### config.mk
export PLATFORM = sky130hd
export DESIGN_NAME = hazard_ctrl
export DESIGN_NICKNAME = d
export VERILOG_FILES = /design/src/rtl/cpu_pkg.sv /design/src/rtl/hazard_lu_detect.sv /design/src/rtl/hazard_ctrl.sv
export SDC_FILE = /design/constraint.sdc
export NUM_CORES = 1
export LEC_CHECK = 0
export CELL_PAD_IN_SITES_DETAIL_PLACEMENT = 1
export CELL_PAD_IN_SITES_GLOBAL_PLACEMENT = 1
export CORE_ASPECT_RATIO = 1.1
export CORE_MARGIN = 4
export CORE_UTILIZATION = 42
export DETAILED_ROUTE_END_ITERATION = 12
export MAX_ROUTING_LAYER = met4
export PLACE_DENSITY_LB_ADDON = 0.08
export SETUP_SLACK_MARGIN = 0.1
export SKIP_CTS_REPAIR_TIMING = 1
export SYNTH_ARGS = -nofsm -noshare
export SYNTH_HDL_FRONTEND = slang
export SYNTH_HIERARCHICAL = 1
export SYNTH_SLANG_ARGS = --single-unit
### constraint.sdc
create_clock -name clk -period 4.37 [get_ports clk]
set_clock_uncertainty 0.1 [all_clocks]
set_input_delay 0.874 -clock clk [delete_from_list [all_inputs] [get_ports clk]]
set_output_delay 0.874 -clock clk [all_outputs]
set_load 0.01 [all_outputs]
### src/rtl/cpu_pkg.sv
`default_nettype none
// ----------------------------------------------------------------------------
// cpu_pkg : shared types and constants for the 5-stage CPU control   rev 1.0
// ----------------------------------------------------------------------------
package cpu_pkg;

    localparam int REG_W = 4;
    localparam logic [REG_W-1:0] ZERO_REG = 4'b0000;

    typedef enum logic [1:0] {
        RUN     = 2'd0,
        MEMWAIT = 2'd1,
        DRAIN   = 2'd2,
        HALTED  = 2'd3
    } hz_state_t;

endpackage : cpu_pkg
`default_nettype wire

### src/rtl/hazard_lu_detect.sv
`default_nettype none
// ----------------------------------------------------------------------------
// hazard_lu_detect : combinational load-use dependency compare       rev 1.0
// ----------------------------------------------------------------------------
module hazard_lu_detect
    import cpu_pkg::*;
(
    input  logic             idex_memrd_i,
    input  logic [REG_W-1:0] idex_rd_i,
    input  logic [REG_W-1:0] ifid_rs_i,
    input  logic [REG_W-1:0] ifid_rt_i,
    input  logic             ifid_uses_rt_i,
    output logic             lu_o
);

    logic w_rs_hit;
    logic w_rt_hit;

    assign w_rs_hit = (idex_rd_i == ifid_rs_i);
    assign w_rt_hit = ifid_uses_rt_i && (idex_rd_i == ifid_rt_i);
    // r0 is hardwired, so a load targeting it never creates a dependency
    assign lu_o     = idex_memrd_i && (idex_rd_i != ZERO_REG) && (w_rs_hit || w_rt_hit);

endmodule : hazard_lu_detect
`default_nettype wire

### src/rtl/hazard_ctrl.sv
`default_nettype none
// ----------------------------------------------------------------------------
// hazard_ctrl : pipeline stall / flush / halt sequencer               rev 1.0
// ----------------------------------------------------------------------------
module hazard_ctrl
    import cpu_pkg::*;
#(
    parameter int MEM_TIMEOUT  = 64,
    parameter int DRAIN_CYCLES = 3,
    parameter int CNT_W        = 16
) (
    input  logic             clk,
    input  logic             rst_n,
    input  logic [REG_W-1:0] ifid_rs,
    input  logic [REG_W-1:0] ifid_rt,
    input  logic             ifid_uses_rt,
    input  logic             ifid_hlt,
    input  logic             idex_memrd,
    input  logic [REG_W-1:0] idex_rd,
    input  logic             br_taken_ex,
    input  logic             dmem_req,
    input  logic             dmem_ready,
    output logic             pc_we,
    output logic             ifid_we,
    output logic             ifid_flush,
    output logic             idex_flush,
    output logic             pipe_we,
    output logic             halted,
    output logic             mem_err,
    output logic [CNT_W-1:0] stall_cnt
);

    localparam int              WAIT_W    = 8;
    localparam logic [WAIT_W-1:0] C_TIMEOUT = WAIT_W'(MEM_TIMEOUT);
    localparam logic [WAIT_W-1:0] C_DRAIN   = WAIT_W'(DRAIN_CYCLES);
    localparam logic [CNT_W-1:0]  C_CNT_MAX = {CNT_W{1'b1}};

    hz_state_t         state_q, state_d;
    logic [WAIT_W-1:0] wait_q, wait_d;
    logic [WAIT_W-1:0] drain_q, drain_d;
    logic              err_q, err_d;
    logic [CNT_W-1:0]  stall_q, stall_d;

    logic              w_lu;
    logic              w_mem_stall;
    logic [WAIT_W-1:0] w_wait_inc;
    logic              run_eval;
    logic              pc_we_c, ifid_we_c, ifid_flush_c, idex_flush_c, pipe_we_c;

    hazard_lu_detect u_lu (
        .idex_memrd_i   (idex_memrd),
        .idex_rd_i      (idex_rd),
        .ifid_rs_i      (ifid_rs),
        .ifid_rt_i      (ifid_rt),
        .ifid_uses_rt_i (ifid_uses_rt),
        .lu_o           (w_lu)
    );

    assign w_mem_stall = dmem_req && !dmem_ready;
    assign w_wait_inc  = wait_q + 1'b1;

    always_comb begin
        state_d      = state_q;
        wait_d       = wait_q;
        drain_d      = drain_q;
        err_d        = err_q;
        run_eval     = 1'b0;
        pc_we_c      = 1'b0;
        ifid_we_c    = 1'b0;
        ifid_flush_c = 1'b0;
        idex_flush_c = 1'b0;
        pipe_we_c    = 1'b0;

        case (state_q)
            RUN: begin
                if (w_mem_stall) begin
                    state_d = MEMWAIT;
                    wait_d  = 8'd1;
                end else begin
                    wait_d   = '0;
                    run_eval = 1'b1;
                end
            end
            MEMWAIT: begin
                // the completing cycle behaves like RUN so pending hazards act immediately
                if (dmem_ready) begin
                    state_d  = RUN;
                    wait_d   = '0;
                    run_eval = 1'b1;
                end else begin
                    wait_d = w_wait_inc;
                    if (w_wait_inc == C_TIMEOUT) begin
                        err_d   = 1'b1;
                        state_d = HALTED;
                    end
                end
            end
            DRAIN: begin
                ifid_we_c    = 1'b1;
                ifid_flush_c = 1'b1;
                idex_flush_c = 1'b1;
                pipe_we_c    = 1'b1;
                if (w_mem_stall) begin
                    pipe_we_c = 1'b0;
                    wait_d    = w_wait_inc;
                    if (w_wait_inc == C_TIMEOUT) begin
                        err_d   = 1'b1;
                        state_d = HALTED;
                    end
                end else begin
                    wait_d = '0;
                    if (drain_q <= 8'd1) begin
                        state_d = HALTED;
                    end else begin
                        drain_d = drain_q - 1'b1;
                    end
                end
            end
            HALTED: begin
                state_d = HALTED;
            end
            default: begin
                state_d = RUN;
            end
        endcase

        if (run_eval) begin
            if (br_taken_ex) begin
                pc_we_c      = 1'b1;
                ifid_we_c    = 1'b1;
                ifid_flush_c = 1'b1;
                idex_flush_c = 1'b1;
                pipe_we_c    = 1'b1;
            end else if (w_lu) begin
                idex_flush_c = 1'b1;
                pipe_we_c    = 1'b1;
            end else if (ifid_hlt) begin
                ifid_we_c    = 1'b1;
                ifid_flush_c = 1'b1;
                pipe_we_c    = 1'b1;
                state_d      = DRAIN;
                drain_d      = C_DRAIN;
            end else begin
                pc_we_c   = 1'b1;
                ifid_we_c = 1'b1;
                pipe_we_c = 1'b1;
            end
        end
    end

    always_comb begin
        stall_d = stall_q;
        if (!pc_we_c && (state_q != HALTED) && (stall_q != C_CNT_MAX)) begin
            stall_d = stall_q + 1'b1;
        end
    end

    always_ff @(posedge clk or negedge rst_n) begin
        if (!rst_n) begin
            state_q <= RUN;
            wait_q  <= '0;
            drain_q <= '0;
            err_q   <= 1'b0;
            stall_q <= '0;
        end else begin
            state_q <= state_d;
            wait_q  <= wait_d;
            drain_q <= drain_d;
            err_q   <= err_d;
            stall_q <= stall_d;
        end
    end

    // controls are forced to their safe values for as long as reset is held
    assign pc_we      = rst_n & pc_we_c;
    assign ifid_we    = rst_n & ifid_we_c;
    assign ifid_flush = !rst_n | ifid_flush_c;
    assign idex_flush = !rst_n | idex_flush_c;
    assign pipe_we    = rst_n & pipe_we_c;
    assign halted     = (state_q == HALTED);
    assign mem_err    = err_q;
    assign stall_cnt  = stall_q;

endmodule : hazard_ctrl
`default_nettype wire
==> run metrics, run 1 <==
outcome=finished, final reports clean; highest-count cells in the layout ignoring fill and taps=clkdlybuf4s50_1 (41), dfrtp_1 (35), nand3_1 (26), nor2_1 (23), xnor2_1 (21); Peak VDD IR=272 uV; required time of the critical path=3.40 ns; drt drc=0; Total Wirelength=5370 um; Final Critical Period=3.93 ns; antenna diode count=0; met3 WL=178 um; DR WL met2=2820 um; pre-CTS setup slack=0.432 ns; Total Die Area=6310 sq um; Final Hold Violating Endpoints=0; Min-Delay Endpoint=mem_err; pin count of the biggest net entering global routing=22; via count=1881; die height=82.9 um; final setup violation count=0; placed cells=332; Worst Path Arrival=2.96 ns; root buf cell=clkbuf_8; antenna-violating nets left=0; num rows=27; setup TNS=0 ns; reg2reg path depth=8; DR pass1 iterations=4; cell count after synthesis=234; IO Port Bufs=42; All-Layer GR Usage=0.180; Via density=5.53; share of layout cells above drive strength 1=0.0567; Syn Nets=263; Final Max Tran Viols=0; Reg area=876 sq um; number of buffers created by CTS=5; area of the multi-input gates=1220 sq um; M1 wire length=2340 um; fill cell count=598; H-tree depth=2; drt wl/cell=15.8 um; max_slew headroom=0.604; crit-path max FO=5; worst skew pair latency=0.29 ns; commonest non-fill, non-tap cell in the layout=clkdlybuf4s50_1; Max Cap Viol=0; crit path launch=idex_rd[1]; post-detail-place hpwl=4130 um; worst hold slack=0.375 ns; RSZ-0062 raised after global routing=false; drt first-iter violations=70; final instance area=2710 sq um; Hold Path Stages=1; Worst Tran Pin Value=0.590 ns; critical path startpoint category=primary input; CTS tree=yes; worst r2r src=state_q[0]; DP Area=2630 sq um; Reg clk slew, reported paths=0.07 ns; Nets=310; period utilization=0.900; hold path start=mem_err; synthesized area per cell=9.16 sq um; Yosys warning total=6; Top Ports=43; clock buffer depth=2; number of global-route vias before repair=1935; WS Path Type=primary input to output pin; FF+latch count, synth=35; Top Layer Used=met4; post-layout util=0.546; area delta synth->final=26.6%; core area=4970 sq um; count of cell types in the netlist=40; Peak Freq=254 MHz; post-route setup slack=0.436 ns; R2R setup slack=1.87 ns; Syn Std Cell Area=2140 sq um; first-pass GRT wire length=9220 um; Die W=76.1 um; Hold Crit Class=register to register; Initial Util=0.432; RR Endpoint=stall_cnt[1]; RePlAce Congestion=0.817; P_leak=1.14 nW; Non-Filler Instances=340; clock sinks=35; Overflow after GRT=0; crit path capture type=output pin; antenna violations before repair=0; overall power=1.42 mW; Power Dens Cells=524 nW/um^2; sequential area share after synthesis=0.409
-- worst max-delay path by stage --
stage                       to  slack, ns  depth (start not counted)
floorplan                pc_we       1.51                          5
detailed placement       pc_we       0.43                          7
finish                   pc_we       0.44                          7
CTS                      pc_we       0.43                          7
global placement         pc_we       0.45                          7
global route        idex_flush       0.31                          7
-- logic make-up after synthesis --
| group | after synthesis | synth area share |
|---|---|---|
| compound gates | 34 | 0.101 |
| xor+xnor | 31 | 0.127 |
| fa+ha+maj | 9 | 0.0525 |
| buf+inv | 12 | 0.0222 |
| flops | 35 | 0.409 |
| mux | 1 | 0.00700 |
| simple gates | 112 | 0.282 |
-- state kept, by name (all words and copies together), names as in the netlist --
| signal | count |
|---|---|
| state_q | 2 |
| drain_q | 8 |
| wait_q | 8 |
| mem_err | 1 |
| stall_cnt | 16 |
-- cell type report --
| type | count | area share |
|---|---|---|
| flip-flops and latches | 35 | 0.323 |
| clock buffers | 6 | 0.0267 |
| clock inverters | 2 | 0.00461 |
| multi-input cells | 187 | 0.450 |
| inverters | 8 | 0.0111 |
| well taps | 58 | 0.0267 |
| repair buffers | 44 | 0.159 |
-- Yosys cell counts --
| cell type | n | area (sq um) |
|---|---|---|
| a21oi_1 | 3 | 15.0 |
| o21bai_1 | 1 | 7.51 |
| or4_4 | 1 | 11.3 |
| clkbuf_1 | 2 | 7.51 |
| or3_1 | 1 | 6.26 |
| o21ai_1 | 1 | 5.00 |
| dfrtp_1 | 35 | 876 |
| o31ai_1 | 1 | 7.51 |
| nor2_1 | 23 | 86.3 |
| a22oi_1 | 1 | 7.51 |
| o41a_1 | 1 | 11.3 |
| nor4_1 | 4 | 25.0 |
| and2_1 | 3 | 18.8 |
| nand3_1 | 26 | 130 |
| o2bb2ai_1 | 1 | 8.76 |
| nor4_4 | 1 | 21.3 |
| xnor2_1 | 21 | 184 |
| and4_4 | 1 | 11.3 |
| a31oi_1 | 1 | 6.26 |
| nand2_1 | 16 | 60.1 |
| xor2_1 | 10 | 87.6 |
| nand2b_1 | 7 | 43.8 |
| o21ai_0 | 13 | 65.1 |
| a211oi_1 | 3 | 22.5 |
| nand4_1 | 11 | 68.8 |
| a21o_1 | 2 | 15.0 |
| a22o_1 | 1 | 8.76 |
| or3_4 | 1 | 11.3 |
| nor2b_1 | 4 | 25.0 |
| buf_2 | 2 | 10.0 |
| and2_4 | 1 | 8.76 |
| o21a_1 | 2 | 15.0 |
| nor3_1 | 3 | 15.0 |
| mux2_4 | 1 | 15.0 |
| o211ai_1 | 2 | 15.0 |
| and3_1 | 7 | 43.8 |
| inv_1 | 8 | 30.0 |
| ha_1 | 9 | 113 |
| and4_1 | 2 | 17.5 |
| o22ai_1 | 1 | 6.26 |
-- critical path, stage by stage --
cell and delay [ns]:
clkdlybuf4s50_1 0.46, o41a_1 0.46, nand3_1 0.09, o2bb2ai_1 0.12
o21bai_1 0.23, and3_1 0.19, clkdlybuf4s50_1 0.53
-- power breakdown --
part           internal (mW)  total (mW)  switching (mW)
Clock                  0.111       0.236           0.124
Sequential             0.405       0.503          0.0988
Combinational          0.331       0.682           0.351
Total                  0.847        1.42           0.574
-- layer usage --
metal | vias up | track usage
met2 | 30 | 0.315
li1 | 927 | -
met3 | 7 | 0.0434
met1 | 917 | 0.206
met4 | 0 | 0.0413
met5 | - | -
Power figures use the tool's default switching activity.
==> inputs of run 2 (changes only) <==
--- a/config.mk
+++ b/config.mk
@@ -9,8 +9,9 @@
 export CELL_PAD_IN_SITES_GLOBAL_PLACEMENT = 1
 export CORE_ASPECT_RATIO = 1.1
 export CORE_MARGIN = 4
-export CORE_UTILIZATION = 42
+export CORE_UTILIZATION = 39
 export DETAILED_ROUTE_END_ITERATION = 12
+export HOLD_SLACK_MARGIN = 0.12
 export MAX_ROUTING_LAYER = met4
 export PLACE_DENSITY_LB_ADDON = 0.08
 export SETUP_SLACK_MARGIN = 0.1
==> constraint.sdc (replaced) <==
create_clock -name clk -period 4 [get_ports clk]
set_clock_uncertainty 0.1 [all_clocks]
set_input_delay 0.8 -clock clk [delete_from_list [all_inputs] [get_ports clk]]
set_output_delay 0.8 -clock clk [all_outputs]
set_load 0.01 [all_outputs]
==> run 2 against run 1 <==
Combinational power increased by 9.7%. Utilization decreased by 2.9 points. Cell count increased by 5.3%. Critical path type unchanged. Largest cell class unchanged. Largest power group unchanged.
==> run metrics, run 2 (synthesis gave the netlist of run 1 again) <==
outcome=finished, final reports clean; die height=85.8 um; Total Wirelength=5370 um; crit-path max FO=5; Worst Path Arrival=2.87 ns; crit path capture type=output pin; Final Max Tran Viols=0; clock buffer depth=2; post-layout util=0.518; Peak VDD IR=288 uV; Reg clk slew, reported paths=0.08 ns; Power Dens Cells=584 nW/um^2; WS Path Type=primary input to output pin; CTS tree=yes; max_slew headroom=0.626; number of global-route vias before repair=1958; clock sinks=35; RePlAce Congestion=0.787; Overflow after GRT=0; P_leak=1.16 nW; pre-CTS setup slack=0.158 ns; CP most frequent cell=clkdlybuf4s50_1; required time of the critical path=3.10 ns; pin count of the biggest net entering global routing=20; highest-count cells in the layout ignoring fill and taps=clkdlybuf4s50_1 (41), dfrtp_1 (35), nand3_1 (26), nor2_1 (23), xnor2_1 (21); drt wl/cell=15.0 um; root buf cell=clkbuf_8; Non-Filler Instances=358; DR pass1 iterations=4; worst skew pair latency=0.29 ns; fill cell count=645; RSZ-0062 raised after global routing=false; post-route setup slack=0.227 ns; commonest non-fill, non-tap cell in the layout=clkdlybuf4s50_1; Peak Freq=265 MHz; overall power=1.62 mW; Hold Crit Class=primary input to async pin; Final Hold Violating Endpoints=0; Nets=311; Max stage delay on crit path=0.54 ns; Worst Tran Pin Value=0.557 ns; Max Cap Viol=0; Final Critical Period=3.77 ns; Die W=78.7 um; share of layout cells above drive strength 1=0.0671; period utilization=0.943; number of buffers created by CTS=5; IO Port Bufs=42; H-tree depth=2; Total Die Area=6750 sq um; antenna diode count=0; max reg flops=16; Top Ports=43; area delta synth->final=29.4%; antenna-violating nets left=0; All-Layer GR Usage=0.177; drt drc=0; crit-path cells=clkdlybuf4s50_1 -> o41a_1 -> nand3_1 -> o2bb2ai_1 -> o21bai_2 -> and3_1 -> clkdlybuf4s50_1; core area=5360 sq um; Crit-path slowest cell=clkdlybuf4s50_1; Initial Util=0.400; via count=1880; antenna violations before repair=0; drt first-iter violations=42; critical path startpoint category=primary input; placed cells=350; setup TNS=0 ns; num rows=28; final setup violation count=0; first-pass GRT wire length=9330 um; post-detail-place hpwl=4230 um; Via density=5.25
-- run 2: worst paths after layout --
check | from | to | slack (ns) | depth (start not counted)
worst min register to register | mem_err | mem_err | 0.37 | 1
min in group clk | mem_err | mem_err | 0.37 | 1
worst min-delay path | rst_n | stall_cnt[11] | 0.34 | 1
worst max-delay path | idex_rd[1] | pc_we | 0.23 | 7
worst max register to register | state_q[0] | stall_cnt[1] | 1.57 | 7
max in group asynchronous | rst_n | wait_q[5] | 2.93 | 2
-- run 2: per-stage QoR --
stage                     area [sq um]  hold slack, ns
after floorplan                   2140           0.379
after global placement            2660           0.343
after detailed placement          2660           0.349
after CTS                         2770           0.338
after global routing              2770           0.360
final                             2770           0.336
-- run 2: power by group --
part / internal (mW) / switching, mW
Clock: 0.186 / 0.140
Sequential: 0.442 / 0.106
Combinational: 0.363 / 0.385
-- run 2: worst max-delay path: cells and delay by family --
family,cells,cell delay (ns)
buf+inv,2,1.02
compound gates,3,0.78
simple gates,2,0.28
-- run 2: layer usage --
metal  routed length (um)  GRT usage
met1                 2380      0.208
met2                 2790      0.311
met3                  153     0.0284
met4                   55     0.0541
met5                    0          -
-- run 2: cell type report --
class / instances / area [sq um] / area share
clock buffer: 5 / 68.8 / 0.0248
clock inverter: 3 / 43.8 / 0.0158
tap: 75 / 93.8 / 0.0338
timing repair buffer: 45 / 438 / 0.158
sequential: 35 / 876 / 0.316
multi-input combinational: 187 / 1220 / 0.441
inverter: 8 / 30.0 / 0.0108
